<file path="src/rtl/dmem_arb_pkg.sv">
// Shared types for the data-memory arbiter between the core
// load/store path and the program/data loader.
package dmem_arb_pkg;

   localparam int CNT_W = 4;

   typedef enum logic {
      CORE_PRI,
      LDR_FORCE
   } arb_state_e;

   typedef enum logic [1:0] {
      OWN_NONE,
      OWN_CORE,
      OWN_LDR
   } owner_e;

endpackage

</file>
<file path="src/rtl/dmem_arbiter_starve_ctr.sv">
// Saturating count of consecutive loader denials; hit flags the
// last denial allowed before the loader must be forced through.
module arb_starve_ctr
   import dmem_arb_pkg::*;
#(
   parameter int STARVE_MAX = 4
) (
   input  logic clk,
   input  logic reset,
   input  logic inc,
   input  logic clr,
   output logic hit
);

   localparam logic [CNT_W-1:0] LIMIT = CNT_W'(STARVE_MAX - 1);

   logic [CNT_W-1:0] cnt;

   always_ff @(posedge clk) begin
      if (!reset) begin
         cnt <= '0;
      end else if (clr) begin
         cnt <= '0;
      end else if (inc && cnt != LIMIT) begin
         cnt <= cnt + 1'b1;
      end
   end

   assign hit = (cnt == LIMIT);

endmodule

</file>
<file path="src/rtl/dmem_arbiter.sv">
// Single-port data memory arbiter: core-priority grants, loader
// anti-starvation, synchronous read return tagged to the owner.
module dmem_arbiter
   import dmem_arb_pkg::*;
#(
   parameter int AW         = 8,
   parameter int DW         = 8,
   parameter int STARVE_MAX = 4
) (
   input  logic          clk,
   input  logic          reset,
   input  logic          core_req,
   input  logic          core_we,
   input  logic [AW-1:0] core_addr,
   input  logic [DW-1:0] core_wdata,
   output logic          core_gnt,
   output logic          core_rvalid,
   output logic [DW-1:0] core_rdata,
   output logic          stall,
   input  logic          ldr_req,
   input  logic          ldr_we,
   input  logic [AW-1:0] ldr_addr,
   input  logic [DW-1:0] ldr_wdata,
   output logic          ldr_gnt,
   output logic          ldr_rvalid,
   output logic [DW-1:0] ldr_rdata,
   output logic          mem_en,
   output logic          mem_we,
   output logic [AW-1:0] mem_addr,
   output logic [DW-1:0] mem_wdata,
   input  logic [DW-1:0] mem_rdata
);

   arb_state_e state;
   arb_state_e state_nxt;
   owner_e     rd_owner;
   owner_e     owner_nxt;
   logic       live;
   logic       act;
   logic       hit;
   logic       inc;
   logic       clr;

   // Outputs stay quiet during reset and for one cycle after it.
   assign act = reset & live;

   always_ff @(posedge clk) begin
      if (!reset) begin
         state    <= CORE_PRI;
         rd_owner <= OWN_NONE;
         live     <= 1'b0;
      end else begin
         state    <= state_nxt;
         rd_owner <= owner_nxt;
         live     <= 1'b1;
      end
   end

   always_comb begin
      core_gnt  = 1'b0;
      ldr_gnt   = 1'b0;
      inc       = 1'b0;
      clr       = 1'b0;
      state_nxt = state;
      if (act) begin
         unique case (state)
            CORE_PRI: begin
               core_gnt = core_req;
               ldr_gnt  = ldr_req & ~core_req;
               if (ldr_req && core_req) begin
                  inc = 1'b1;
                  if (hit) state_nxt = LDR_FORCE;
               end
            end
            LDR_FORCE: begin
               ldr_gnt   = ldr_req;
               clr       = 1'b1;
               state_nxt = CORE_PRI;
            end
         endcase
      end
      if (ldr_gnt) clr = 1'b1;
   end

   arb_starve_ctr #(
      .STARVE_MAX(STARVE_MAX)
   ) u_starve (
      .clk  (clk),
      .reset(reset),
      .inc  (inc),
      .clr  (clr),
      .hit  (hit)
   );

   always_comb begin
      owner_nxt = OWN_NONE;
      if (core_gnt && !core_we) begin
         owner_nxt = OWN_CORE;
      end else if (ldr_gnt && !ldr_we) begin
         owner_nxt = OWN_LDR;
      end
   end

   always_comb begin
      mem_en    = core_gnt | ldr_gnt;
      mem_we    = 1'b0;
      mem_addr  = '0;
      mem_wdata = '0;
      if (core_gnt) begin
         mem_we    = core_we;
         mem_addr  = core_addr;
         mem_wdata = core_wdata;
      end else if (ldr_gnt) begin
         mem_we    = ldr_we;
         mem_addr  = ldr_addr;
         mem_wdata = ldr_wdata;
      end
   end

   assign stall       = act & core_req & ~core_gnt;
   assign core_rvalid = act & (rd_owner == OWN_CORE);
   assign ldr_rvalid  = act & (rd_owner == OWN_LDR);
   assign core_rdata  = core_rvalid ? mem_rdata : '0;
   assign ldr_rdata   = ldr_rvalid ? mem_rdata : '0;

endmodule

</file>
<file path="config.mk">
export PLATFORM = sky130hd
export DESIGN_NAME = dmem_arbiter
export DESIGN_NICKNAME = d
export VERILOG_FILES = /design/src/rtl/dmem_arb_pkg.sv /design/src/rtl/dmem_arbiter_starve_ctr.sv /design/src/rtl/dmem_arbiter.sv
export SDC_FILE = /design/constraint.sdc
export NUM_CORES = 1
export LEC_CHECK = 0
export BUFFER_PORTS_ARGS = -buffer_cell sky130_fd_sc_hd__buf_2
export CAP_MARGIN = 25
export CORE_UTILIZATION = 31
export DETAILED_ROUTE_END_ITERATION = 16
export GPL_ROUTABILITY_DRIVEN = 0
export GPL_TIMING_DRIVEN = 0
export PLACE_DENSITY = 0.79
export SLEW_MARGIN = 30
export SYNTH_ARGS = -nofsm -noshare
export SYNTH_HDL_FRONTEND = slang
export SYNTH_SLANG_ARGS = --single-unit
</file>
<file path="constraint.sdc">
create_clock -name clk -period 1.5 [get_ports clk]
set_input_delay 0.15 -clock clk [delete_from_list [all_inputs] [get_ports clk]]
set_output_delay 0.15 -clock clk [all_outputs]
set_load 0.05 [all_outputs]
</file>
==> impl_metrics.py <==
metrics = {
    "run_status": {
        "status": "finished with violations",
        "violations": "setup timing",
    },
    "logic_synthesis": {
        "yosysTopAreaCellShare": 0.242,
        "yosysUniqueCellTypes": 26,
        "yosys.cell_count.top_type": "a22o_1",
        "synth_edf_count": 0,
        "synthFlopType": "dfxtp_1",
        "synthTopCellsByArea": "dfxtp_1 24%, a22o_1 22%, and2_1 15%",
        "syn-num-nets": 125,
        "ys_seq_area_frac": 0.242,
        "async_flop_share": 0,
        "netlist_area_um2": 663,
        "synth_area_leader_cell": "dfxtp_1",
        "yosys_warnings": 0,
        "syn_inst": 78,
        "synth_area_per_cell_um2": 8.50,
        "synth_commonest_cells": "17 x a22o_1, 16 x and2_1, 8 x dfxtp_1",
        "ys_ff_latch": 8,
    },
    "layout": {
        "diodes": 0,
        "nNetsFinal": 223,
        "drive_gt1_frac": 0.771,
        "syn_to_final_growth_pct": 156,
        "final_util": 0.857,
        "final_cell_area_mm2": 0.00170,
        "regArea_um2": 166,
        "fillCellCount": 106,
        "multi_input_area_um2": 654,
    },
    "setup_path": {
        "crit_slowest_cell": "dfxtp_4",
        "path_buf_inv": 3,
        "critical_path_class": "flop to output pin",
        "cpLargestDelayFamily": "flip-flops",
        "arrival_ns": 1.47,
        "crit_required_ns": 1.35,
        "slowest_delay_ns": 0.40,
        "path_max_fanout": 10,
        "cp-start-kind": "flop",
        "r2r_slack_ns": 0.04,
        "cp-end-kind": "output pin",
        "crit_chain": "nand4b_4 > inv_4 > nor2_4 > buf_8 > a22o_4 > buf_6",
    },
    "clocking": {
        "numCtsBuffers": 3,
        "cts_tree": "done",
        "cts_buffer_depth": 2,
        "hold_buffers": 0,
        "clk_pin_slew_ns": 0.06,
        "clock-sinks": 8,
        "h-tree-depth": 1,
        "clk_latency_ns": 0.27,
        "root_buffer": "clkbuf_4",
    },
    "floorplan": {
        "io_pins": 85,
        "die_h_um": 48.3,
        "core_mm2": 0.00198,
        "initial_core_util": 0.335,
        "die_area_mm2": 0.00233,
        "num_rows": 16,
        "chipWidth_um": 48.3,
    },
    "timing": {
        "period_share": 1.08,
        "fin_skew_ns": 0.00200,
        "fin_ws_ns": -0.120,
        "max_slew_margin": 0.700,
        "tightest_slew_ns": 0.446,
        "hold_viol": 0,
        "setup_viol": 35,
        "fmax_mhz": 617,
        "whs_ns": 0.0741,
        "grt_setup_unrepaired": "yes",
        "fin_crit_ns": 1.62,
        "drv_slew": 0,
    },
    "route": {
        "first_pass_iters": 4,
        "wl_per_cell_um": 18.5,
        "drc": 0,
        "drtIter0Drc": 38,
        "vias": 1110,
        "antenna_left": 0,
        "via_per_inst": 5.50,
        "wl_um": 3730,
    },
    "power_and_ir_drop": {
        "p_leak_nw": 0.874,
        "pwr_density_cell_mw_per_mm2": 457,
        "irDropWorstVdd_v": 0.000373,
        "p_total_mw": 0.776,
    },
    "global_routing": {
        "grt_use_total": 0.271,
        "overflow": 0,
        "grt_pass1_vias": 954,
        "grt_max_degree": 11,
        "grt_antenna_before_repair": 0,
        "grt_pass1_wl_um": 4220,
    },
    "place": {
        "postPlaceCellArea_mm2": 0.00126,
        "port-buffer-count": 84,
        "detailed_place_hpwl_um": 2080,
    },
    "hold_path": {
        "min_path_type": "input port to flop",
    },
    "flow_run": {
        "drv_cap": 0,
    },
}
==> metal layers <==
metal	vias to the layer above	track usage	wire length, um	share of wire
met2	86	0.565	2050	0.55
met5	-	0	0	0
met4	0	0.0833	89	0.024
met3	13	0.0444	349	0.094
met1	511	0.262	1240	0.33
li1	500	-	-	-
==> worst reg2reg max path: cells and delay by family, from the launching register on <==
family | cells | cell delay (ns)
AOI/OAI and AO/OA | 1 | 0.32
and+or+nand+nor | 1 | 0.14
DFF | 1 | 0.40
buffers and inverters | 1 | 0.18
muxes | 1 | 0.32
==> power by group <==
group / switching (mW) / internal (mW) / leakage, nW
Clock: 0.0869 / 0.103 / 0.0150
Combinational: 0.207 / 0.155 / 0.792
Sequential: 0.00827 / 0.217 / 0.0664
Total: 0.302 / 0.474 / 0.874
==> cell usage in the layout, fill, tap and decap left out, types with 2 or more instances in the layout <==
| master | count |
|---|---|
| buf_4 | 9 |
| nand3_1 | 2 |
| nand4_1 | 3 |
| buf_6 | 19 |
| and2_4 | 16 |
| buf_8 | 19 |
| dfxtp_2 | 2 |
| clkbuf_4 | 3 |
| nor2_1 | 3 |
| and3_1 | 2 |
| dfxtp_1 | 5 |
| nand2_1 | 3 |
| nor3b_4 | 3 |
| a22o_4 | 9 |
| a22o_1 | 8 |
| a21boi_0 | 2 |
| buf_2 | 48 |
==> state kept, by name, indices dropped and copies added (netlist names) <==
| register | count |
|---|---|
| live | 1 |
| rd_owner | 2 |
| state | 1 |
| u_starve.cnt | 4 |
==> area by class of cell <==
class,count,share of cell area
well taps,27,0.0199
multi-input cells,66,0.385
flip-flops and latches,8,0.0980
inverters,2,0.00590
repair buffers,92,0.458
clock buffers,4,0.0155
plain buffers,3,0.0177
==> final timing paths <==
| kind | startpoint | to | cells past startpoint |
|---|---|---|---|
| setup reg to reg | live | u_starve.cnt[1] | 4 |
| hold / removal | core_we | rd_owner[0] | 2 |
| hold reg to reg | u_starve.cnt[0] | u_starve.cnt[0] | 1 |
| setup / recovery | live | mem_wdata[6] | 6 |
==> stage by stage <==
stage          worst slack, ns  setup TNS, ns  cells
2_1_floorplan          -0.0973          -1.24     78
3_3_place_gp            -0.152          -1.76    189
3_5_place_dp            -0.189          -2.28    189
4_1_cts                -0.0854          -1.46    202
5_1_grt                 -0.166          -4.52    202
6_report                -0.120          -3.03    202
==> kinds of logic (layout without fill, tap and decap cells) <==
kind of cell,count (synthesis),count (layout),synth area share
muxes,2,2,0.0377
DFF,8,8,0.242
and+or+nand+nor,39,40,0.375
adders and majority gates,1,1,0.0189
AOI/OAI and AO/OA,23,23,0.285
buffers and inverters,5,101,0.0415
==> what timing repair did <==
item | CTS | global route
buffers inserted | 8 | 0
endpoints found under the setup margin | 37 | 37
gates resized for setup | 89 | 18
pin swaps | 4 | 4
gates cloned | 1 | 0
No activity file was read; power rests on OpenSTA's default activity.
